$ cat src/rtl/syscall_unit_pkg.sv
// Shared state encodings and syscall codes for the syscall unit.
package syscall_unit_pkg;

    localparam int SYS_DATA_W = 32;
    localparam int SYS_CNT_W  = 16;
    localparam int SYS_ST_BIT = 2;

    localparam int SYS_V0_PRINT_DEC = 1;
    localparam int SYS_V0_HALT      = 10;
    localparam int SYS_V0_PRINT_HEX = 34;

    typedef enum logic [SYS_ST_BIT-1:0] {
        SYS_ST_IDLE = 2'd0,
        SYS_ST_SEND = 2'd1,
        SYS_ST_HALT = 2'd2
    } sys_state_e;

endpackage

$ cat src/rtl/syscall_unit_if.sv
// Valid/ready display handshake between the syscall unit and the console sink.
interface syscall_unit_if #(
    parameter int DATA_W = syscall_unit_pkg::SYS_DATA_W
);
    logic              disp_valid;
    logic [DATA_W-1:0] disp_data;
    logic              disp_hex;
    logic              disp_ready;

    modport master (output disp_valid, output disp_data, output disp_hex, input disp_ready);
    modport slave  (input disp_valid, input disp_data, input disp_hex, output disp_ready);
endinterface

$ cat src/rtl/syscall_unit.sv
// Services halt / print-dec / print-hex syscalls; stalls the front-end while busy.
module syscall_unit
    import syscall_unit_pkg::*;
#(
    parameter int                DATA_W       = SYS_DATA_W,
    parameter int                CNT_W        = SYS_CNT_W,
    parameter logic [DATA_W-1:0] V0_PRINT_DEC = DATA_W'(SYS_V0_PRINT_DEC),
    parameter logic [DATA_W-1:0] V0_HALT      = DATA_W'(SYS_V0_HALT),
    parameter logic [DATA_W-1:0] V0_PRINT_HEX = DATA_W'(SYS_V0_PRINT_HEX)
) (
    input  logic               clk,
    input  logic               rst_n,
    input  logic               syscall_en_i,
    input  logic               inst_valid_i,
    input  logic [DATA_W-1:0]  v0_data_i,
    input  logic [DATA_W-1:0]  a0_data_i,
    input  logic               resume_i,
    syscall_unit_if.master     disp,
    output logic               stall_o,
    output logic               halted_o,
    output logic [CNT_W-1:0]   sys_count_o
);

    sys_state_e        state_q, state_d;
    logic              disp_valid_q, disp_valid_d;
    logic [DATA_W-1:0] disp_data_q, disp_data_d;
    logic              disp_hex_q, disp_hex_d;
    logic              halted_q, halted_d;
    logic [CNT_W-1:0]  cnt_q, cnt_d;

    logic accept;
    logic is_print;

    assign accept   = syscall_en_i && inst_valid_i && (state_q == SYS_ST_IDLE);
    assign is_print = (v0_data_i == V0_PRINT_DEC) || (v0_data_i == V0_PRINT_HEX);

    always_ff @(posedge clk or negedge rst_n) begin
        if (!rst_n) begin
            state_q      <= SYS_ST_IDLE;
            disp_valid_q <= 1'b0;
            disp_data_q  <= '0;
            disp_hex_q   <= 1'b0;
            halted_q     <= 1'b0;
            cnt_q        <= '0;
        end else begin
            state_q      <= state_d;
            disp_valid_q <= disp_valid_d;
            disp_data_q  <= disp_data_d;
            disp_hex_q   <= disp_hex_d;
            halted_q     <= halted_d;
            cnt_q        <= cnt_d;
        end
    end

    always_comb begin
        state_d      = state_q;
        disp_valid_d = disp_valid_q;
        disp_data_d  = disp_data_q;
        disp_hex_d   = disp_hex_q;
        halted_d     = halted_q;
        cnt_d        = cnt_q;
        unique case (state_q)
            SYS_ST_IDLE: begin
                // Unknown v0 codes fall through as a NOP.
                if (accept && is_print) begin
                    disp_data_d  = a0_data_i;
                    disp_hex_d   = (v0_data_i == V0_PRINT_HEX);
                    disp_valid_d = 1'b1;
                    state_d      = SYS_ST_SEND;
                end else if (accept && (v0_data_i == V0_HALT)) begin
                    halted_d = 1'b1;
                    cnt_d    = cnt_q + CNT_W'(1);
                    state_d  = SYS_ST_HALT;
                end
            end
            SYS_ST_SEND: begin
                if (disp.disp_ready) begin
                    disp_valid_d = 1'b0;
                    cnt_d        = cnt_q + CNT_W'(1);
                    state_d      = SYS_ST_IDLE;
                end
            end
            SYS_ST_HALT: begin
                if (resume_i) begin
                    halted_d = 1'b0;
                    state_d  = SYS_ST_IDLE;
                end
            end
            default: state_d = SYS_ST_IDLE;
        endcase
    end

    // Stall comes from registered state only, never from syscall_en.
    always_comb begin
        stall_o         = (state_q != SYS_ST_IDLE);
        halted_o        = halted_q;
        sys_count_o     = cnt_q;
        disp.disp_valid = disp_valid_q;
        disp.disp_data  = disp_data_q;
        disp.disp_hex   = disp_hex_q;
    end

endmodule

$ cat src/flat_wrapper.sv
// flat-port wrapper written by rule: the top's interface ports become plain ports
module syscall_unit_flat import syscall_unit_pkg::*;
#(
    parameter int                DATA_W       = SYS_DATA_W,
    parameter int                CNT_W        = SYS_CNT_W,
    parameter logic [DATA_W-1:0] V0_PRINT_DEC = DATA_W'(SYS_V0_PRINT_DEC),
    parameter logic [DATA_W-1:0] V0_HALT      = DATA_W'(SYS_V0_HALT),
    parameter logic [DATA_W-1:0] V0_PRINT_HEX = DATA_W'(SYS_V0_PRINT_HEX)
)
  (clk, rst_n, syscall_en_i, inst_valid_i, v0_data_i, a0_data_i, resume_i, stall_o, halted_o, sys_count_o, disp_disp_valid, disp_disp_data, disp_disp_hex, disp_disp_ready);
  syscall_unit_if #(.DATA_W(DATA_W)) disp_i ();
  input  logic clk;
  input  logic rst_n;
  input  logic syscall_en_i;
  input  logic inst_valid_i;
  input  logic [DATA_W-1:0] v0_data_i;
  input  logic [DATA_W-1:0] a0_data_i;
  input  logic resume_i;
  output logic stall_o;
  output logic halted_o;
  output logic [CNT_W-1:0] sys_count_o;
  output wire logic [$bits(disp_i.disp_valid)-1:0] disp_disp_valid;
  output wire logic [$bits(disp_i.disp_data)-1:0] disp_disp_data;
  output wire logic [$bits(disp_i.disp_hex)-1:0] disp_disp_hex;
  input wire logic [$bits(disp_i.disp_ready)-1:0] disp_disp_ready;
  assign disp_disp_valid = disp_i.disp_valid;
  assign disp_disp_data = disp_i.disp_data;
  assign disp_disp_hex = disp_i.disp_hex;
  assign disp_i.disp_ready = disp_disp_ready;
  syscall_unit #(.DATA_W(DATA_W), .CNT_W(CNT_W), .V0_PRINT_DEC(V0_PRINT_DEC), .V0_HALT(V0_HALT), .V0_PRINT_HEX(V0_PRINT_HEX)) u_core (.clk(clk), .rst_n(rst_n), .syscall_en_i(syscall_en_i), .inst_valid_i(inst_valid_i), .v0_data_i(v0_data_i), .a0_data_i(a0_data_i), .resume_i(resume_i), .disp(disp_i), .stall_o(stall_o), .halted_o(halted_o), .sys_count_o(sys_count_o));
endmodule
$ cat config.mk
export PLATFORM = sky130hd
export DESIGN_NAME = syscall_unit_flat
export DESIGN_NICKNAME = d
export VERILOG_FILES = /design/src/rtl/syscall_unit_pkg.sv /design/src/rtl/syscall_unit_if.sv /design/src/rtl/syscall_unit.sv /design/src/flat_wrapper.sv
export SDC_FILE = /design/constraint.sdc
export NUM_CORES = 1
export LEC_CHECK = 0
export ABC_AREA = 1
export CORE_MARGIN = 1
export CORE_UTILIZATION = 35
export DETAILED_ROUTE_END_ITERATION = 10
export MAX_ROUTING_LAYER = met4
export PLACE_DENSITY_LB_ADDON = 0.08
export SKIP_LAST_GASP = 1
export SYNTH_ARGS = -nofsm -noshare
export SYNTH_HDL_FRONTEND = slang
export SYNTH_SLANG_ARGS = --single-unit
$ cat constraint.sdc
create_clock -name clk -period 2.56 [get_ports clk]
set_input_delay 0.512 -clock clk [delete_from_list [all_inputs] [get_ports clk]]
set_output_delay 0.512 -clock clk [all_outputs]
set_load 0.02 [all_outputs]
==> results.txt, run 1 <==
The count of different cell masters after synthesis is 25, and the hold violation total from the final report is 0. The sequential element share of the synthesized area was 0.505. In the post-route analysis, the smallest setup slack over all paths is 0.585 ns. The length of routed met3 wiring was 398 µm. The final layout contains 531 nets.

For this design, the CTS-stage hold fixing added 0 buffers. The run gives 2488 as the via count. The critical path is of the flip-flop to primary output type. The total instance count after detailed placement came out at 552.

Counting flops with a built-in enable in the synthesized netlist gives 0. Setup repair after global routing left no endpoint under its margin. The instance count of the mapped netlist came out at 336. In the synthesized netlist the dominant register cell turns out to be dfrtp_1.

The floorplan die area is 7850 µm², and the share of synthesized area spent on multiplexers is 0. Row count: 31. Once layout is complete, the cells apart from fillers number 560. The simple-gate area share of the yosys netlist came out at 0.390. The clock transition at the registers of the reported paths came out at 0.09 ns.

For the number of global-route vias before repair, the log shows 2490. TritonCTS built the clock tree. Data arrives at the worst endpoint at 1.46 ns.

The tools report the DRC marker count from the first detailed-route iteration as 87. The run gives 2.05 ns as the data required time at the worst endpoint. The setup total negative slack was 0 ns; the post-CTS setup repair buffer count was 0. The kind of launch point of the worst setup path is a flip-flop. The flow ran to the end, and the final reports show no timing, DRC or antenna violations. The area share of the leading cell type in the synthesized netlist is 0.505. In this run the vertical extent of the chip is 88.6 µm.

The final global-route overflow total came out at 0. The repair_antennas step left the layout with diodes totalling 0. The logs give 407 for the post-synth net total and 11000 µm for the global-route wire length before repair. The count of input and output buffers came out at 121. Once detail routing completed, the nets flagged for antenna violations numbered 0. Fill cells in the final layout number 701. The power density relative to cell area came out at 392 nW/µm². For this run, design rule violations remaining after detail routing come to 0.

The post-DP HPWL is 4890 µm. Among all cell types in the netlist, the one instantiated most often is nand2_1. Yosys printed 0 warnings. Counting the buffers created by CTS gives 5. The clock tree synthesis step divided the H-tree into 2 levels. For this design, the sink count on the clock tree is 53. The final worst-path cycle share was 0.772; the largest vdd supply drop was 0.192 mV. Global routing usage summed across all routing layers: 0.186. The run gives 0 as the final max-slew violation count. The fraction of layout cells with a size suffix above 1 works out to 0.0607. Area share of fa/ha/maj cells after synthesis: 0.00476.

The tools report the top-level port count as 122. The worst slew slack as a fraction of its limit was 0.555. The run gives 0.888 as the final weighted congestion in routability-driven placement.

For this block, wires on met1 add up to 2720 µm. The number of antenna violations at the first check in global routing came out at 0. Entering global routing, the biggest net connects 54 pins.

The die is 88.6 µm wide. No sink is reached through more buffers than the 2 on the longest clock path. The routed design uses 3290 µm of met2 wire.

Counting instances in the post-synthesis netlist gives the leading cell types as 161 x nand2_1, 53 x dfrtp_1, 33 x nor2_1. The core area was 7250 µm²; the post-layout minimum cycle time was 1.98 ns. The fraction of the mapped netlist area in compound gates was 0.00572; the post-cts sizing count was 0. The uppermost layer routed was met4. The run gives 1.94 nW as the standby leakage power. The type of destination of the critical path was a primary output. The first-pass iteration count of the detailed router is 4, and the netlist area before placement is 2630 µm².

The classification of the worst-slack hold path is primary input to async pin. The logs give 0 for the count of max-cap constraint violations and 0.31 ns for the clock latency on the worst-skew pair. The area share of xor/xnor cells in the synthesized design came out at 0.0400. The synthesized design spends more area on one cell type than any other, namely dfrtp_1. The vias per cell was 4.44.

The initial standard-cell utilization of the core came out at 0.362. The run gives 0.316 ns as the worst hold margin. The number of storage elements in the synthesis netlist was 53. For the pin with the worst max-slew slack, the measured transition is 0.668 ns. The worst setup slack before clock tree synthesis is 0.320 ns, and the routed wirelength normalized by instance count is 11.6 µm. The cell at the root of the clock tree is clkbuf_8. After synthesis, the largest family of logic cells by area is simple AND/OR/NAND/NOR gates. The largest fanout of any net on the critical path is 4, and the growth of design area from synthesis to finish is 53.5%.

After detailed routing, the total wire length is 6480 µm. By area the synthesized netlist is led by dfrtp_1 51%, nand2_1 23%, nor2_1 4.7%. On the final layout, the worst clock skew is 0.0131 ns. A synthesized cell averages 7.82 µm². The share of flip-flops with an asynchronous set or reset after synthesis was 1.00; the final count of negative-setup-slack endpoints was 0. Static timing analysis puts the maximum clock frequency at 0.506 GHz.
[power breakdown]
group / total, mW / internal, mW / switching (mW)
sequential: 0.847 / 0.841 / 0.00585
clock: 0.573 / 0.293 / 0.279
combinational: 0.159 / 0.108 / 0.0509
[area by class of cell]
class	instances	area [µm²]	share of cell area
sequential	53	1330	0.329
timing repair buffer	126	1240	0.309
multi-input combinational	256	1160	0.287
clock buffer	5	68.8	0.0171
inverter	18	67.6	0.0168
clock inverter	3	43.8	0.0109
tap	99	124	0.0307
[worst paths after layout]
check / from / to / slack [ns] / depth (start not counted)
min in group clk: u_core.disp.disp_hex / u_core.disp.disp_hex / 0.48 / 2
min: rst_n / u_core.sys_count_o[1] / 0.32 / 2
max: u_core.state_q[1] / stall_o / 0.58 / 3
max in group asynchronous: rst_n / u_core.state_q[1] / 1.80 / 2
min reg2reg: u_core.disp.disp_hex / u_core.disp.disp_hex / 0.48 / 2
max reg2reg: u_core.state_q[1] / u_core.sys_count_o[3] / 0.92 / 10
[sequential cells by signal (all words and copies together), names as in the netlist]
name	cells
u_core.disp.disp_data	32
u_core.disp.disp_hex	1
u_core.disp.disp_valid	1
u_core.halted_o	1
u_core.state_q	2
u_core.sys_count_o	16
[worst max-delay path: stages (launching register included)]
cell and delay [ns]:
dfrtp_1 0.40, inv_2 0.07, nand2_4 0.08, clkdlybuf4s50_1 0.61
[metal layers]
layer  up-vias  GRT usage
met1      1142      0.207
met5         -          -
met3         6     0.0532
met2        63      0.323
li1       1277          -
met4         0     0.0513
[cell usage in the layout, fill, tap and decap left out, types with 3 or more instances in the layout]
master | synthesis | routed
buf_4 | 0 | 5
nand3_1 | 22 | 22
nor2_1 | 33 | 33
xor2_1 | 10 | 10
clkbuf_8 | 0 | 5
nand2_4 | 3 | 3
clkdlybuf4s50_1 | 0 | 120
inv_2 | 3 | 3
dfrtp_1 | 53 | 53
nand4_1 | 5 | 5
inv_1 | 15 | 15
nor3_1 | 4 | 4
nor2_4 | 3 | 3
nand2_1 | 161 | 161
[logic make-up (layout without fill, tap and decap cells)]
kind of cell | after synthesis | after routing
flip-flops | 53 | 53
AO/OA/AOI/OAI | 3 | 3
AND/OR/NAND/NOR | 240 | 240
adder cells (fa/ha/maj) | 1 | 1
XOR/XNOR | 12 | 12
buffers and inverters | 27 | 152
[metrics by stage]
stage | power (mW) | instance area (µm²) | util
floorplan | 0.888 | 2630 | -
global placement | 1.02 | 3920 | 0.540
detailed placement | 1.03 | 3920 | 0.540
CTS | 1.61 | 4030 | 0.556
global route | 1.65 | 4030 | 0.556
finish | 1.58 | 4030 | 0.556
Note: power is estimated with default switching activity, not from simulation.
==> run 2: changes to the inputs <==
Clock period 2.56 ns to 2.1 ns, I/O delays scaled along.
==> results.txt, run 2 (same netlist as run 1, synthesis figures left out) <==
The run finished with clean final reports. Clock tree synthesis selected as its root buffer the cell clkbuf_8. Classification of the worst-slack hold path: primary input to async pin.

The data required time at the worst endpoint came out at 1.68 ns (-0.37 ns). The slew at the pin closest to its max-slew limit came out at 0.459 ns (-0.209 ns). Slowest stage cell on the critical path: clkdlybuf4s50_1.

The fill cell total of the finished layout was 710 (+1.3%); the clock latency on the worst-skew pair was 0.31 ns (about the same). The tools report the initial standard-cell utilization of the core as 0.362 (unchanged). The fraction of layout cells with a size suffix above 1 came out at 0.0668 (+0.00607). The setup total negative slack came out at 0 ns (unchanged). Final weighted congestion in routability-driven placement: 0.855 (-3.7%). The row count is 31 (unchanged), and the routed wirelength normalized by instance count is 11.9 µm (+3.0%). The final count of negative-setup-slack endpoints was 0 (unchanged); the count of input and output buffers was 121 (unchanged).

In this run the critical register-to-register path is launched from u_core.sys_count_o[1]. The clock share of power is 0.328 (-0.035). The run gives 0.693 (+0.139) as the worst slew slack as a fraction of its limit. TritonCTS built the clock tree. The run gives 0 (unchanged) as the number of diodes. The register-to-register setup slack is 0.47 ns (-0.45 ns), and the routed metal-1 wire length is 2890 µm (+5.9%).

The final global-route overflow total is 0 (unchanged). The switching power as a share of total power was 0.222 (+0.00875). The largest fanout of any net on the critical path is 4 (unchanged). The logs give 0.191 (+0.00574) for the global routing usage summed across all routing layers and 0 (unchanged) for the number of antenna violations at the first check in global routing. The overall die width came out at 88.6 µm (unchanged). The first-pass iteration count of the detailed router is 4 (unchanged). The run gives 0.215 ns (-0.370 ns) as the final worst-path setup slack.

The power density relative to cell area was 449 nW/µm² (+15%). The logs give 0 (unchanged) for the post-cts sizing count and 0 (unchanged) for the post-CTS setup repair buffer count. The combinational share of power was 0.109 (+0.008). The design internal power is 1.43 mW (+15%). The tools report the startpoint of the most critical setup path as u_core.state_q[1]. Leaving out fill and tap cells, the most frequent cell in the layout is nand2_1. The highest clock frequency the design can meet is 0.530 GHz, and the core area is 7250 µm² (unchanged).

The hold violation total from the final report is 0 (unchanged). The kind of launch point of the worst setup path was a flip-flop. The uppermost layer routed was met4.

The clock transition at the registers of the reported paths was 0.10 ns (about the same). The worst setup path is captured at a primary output. The critical path goes through inv_2, nand2_4, clkdlybuf4s50_1.

Net total in the final layout: 534 (+0.56%). The clock skew is 0.00909 ns (-0.00399 ns), and the worst setup slack before clock tree synthesis is 0.0882 ns (-0.231 ns). Setup repair after global routing left no endpoint under its margin.

In the layout the commonest cells are 161 x nand2_1, 120 x clkdlybuf4s50_1, 53 x dfrtp_1. The DRC marker count from the first detailed-route iteration was 97 (+11%); the depth of the worst register-to-register path was 8 (-2). The run gives 0 (unchanged) as the remaining antenna violation count. The tools report the switching power as 0.407 mW (+21%). The utilization after layout was 0.563 (+0.00776); the vias per cell was 4.44 (-0.13%). The post-DP HPWL is 5130 µm (+4.9%), and the detailed-route wire length is 6710 µm (+3.5%). The tools report the final max-slew violation count as 0 (unchanged).

The run gives 7850 µm² (unchanged) as the floorplan die area. The via count is 2498 (+0.40%), and the final worst-path cycle share is 0.898. Maximum root-to-sink buffer count: 2 (unchanged). The standby leakage power was 1.96 nW (+1.2%); the top-level port count was 122 (unchanged). The length of routed met3 wiring is 411 µm (+3.3%).

The number of global-route vias before repair was 2466 (-0.96%). The maximum cell stage delay along the critical path came out at 0.62 ns (about the same). The tools report the count of max-cap constraint violations as 0 (unchanged).

The tools report the global-route wire length before repair as 11100 µm (+1.5%). The critical path class is flip-flop to primary output. The number of buffers added by the clock tree synthesis step was 5 (unchanged). The largest net degree at the start of global routing was 35 (-35%); the total area of multi-input combinational cells was 1160 µm² (unchanged).

The met2 layer wire length in the routed design is 3310 µm (+0.43%). The clock period could shrink to 1.89 ns. For the cts-stage hold buffer count, the log shows 0 (unchanged). The post-detailed-route DRC marker count was 0 (unchanged).

The flip-flop count of the largest register, all copies and words added is 32 (unchanged), and the fraction of power consumed by sequential logic is 0.562 (+0.026). H-tree level count: 2 (unchanged). The largest vdd supply drop was 0.249 mV (+29%).

The clock sink count is 53 (unchanged), and the die height is 88.6 µm (unchanged). The growth of design area from synthesis to finish is 55.6%. The worst register-to-register path ends at u_core.sys_count_o[14].

The run gives 1330 µm² (unchanged) as the area used by sequential logic in the layout. Data arrival time of the worst path: 1.47 ns (about the same).
-- run 2: changes by cell type in the layout (fill, tap and decap cells not counted) --
| cell | delta |
|---|---|
| clkinv_4 | +1 |
| buf_4 | -1 |
| buf_12 | +4 |
| bufinv_16 | -1 |
| clkbuf_8 | +1 |
| inv_6 | -1 |
-- run 2: cell type report --
class	count	area share
Sequential cell	53	0.325
Timing Repair Buffer	129	0.322
Clock inverter	2	0.00337
Multi-Input combinational cell	256	0.283
Clock buffer	6	0.0202
Inverter	18	0.0165
Tap cell	99	0.0303
-- run 2: power groups by stage --
stage / registers, mW / logic (mW) / clock network (mW)
global placement: 1.05 / 0.201 / 0
CTS: 1.03 / 0.205 / 0.632
finish: 1.03 / 0.201 / 0.603
detailed placement: 1.05 / 0.205 / 0
global route: 1.03 / 0.220 / 0.665
floorplan: 1.06 / 0.0244 / 0
-- run 2: per-layer routing --
layer	vias to the layer above	global-route usage
met5	-	-
met4	0	0.0587
met3	9	0.0494
met2	68	0.310
met1	1135	0.235
li1	1286	-
-- run 2: worst max-delay path: cells and delay by family (launching register included) --
| kind | cells | cell delay [ns] |
|---|---|---|
| flops | 1 | 0.40 |
| buf+inv | 2 | 0.69 |
| simple gates | 1 | 0.08 |
-- run 2: worst max path at each step --
stage          slack (ns)  cells past startpoint                       end
2_1_floorplan        0.54                      8    u_core.sys_count_o[10]
3_3_place_gp         0.15                     11     u_core.sys_count_o[8]
3_5_place_dp         0.09                     10  u_core.disp.disp_data[9]
4_1_cts              0.19                      3                   stall_o
5_1_grt              0.15                      3                   stall_o
6_report             0.21                      3                   stall_o
-- run 2: per-stage QoR --
stage	cell area [µm²]	hold WS, ns	power [mW]	instances
3_3_place_gp	3990	0.393	1.25	555
4_1_cts	4090	0.0490	1.87	563
3_5_place_dp	3990	0.392	1.26	555
2_1_floorplan	2630	0.124	1.08	336
6_report	4090	0.0428	1.84	563
5_1_grt	4090	0.0636	1.92	563
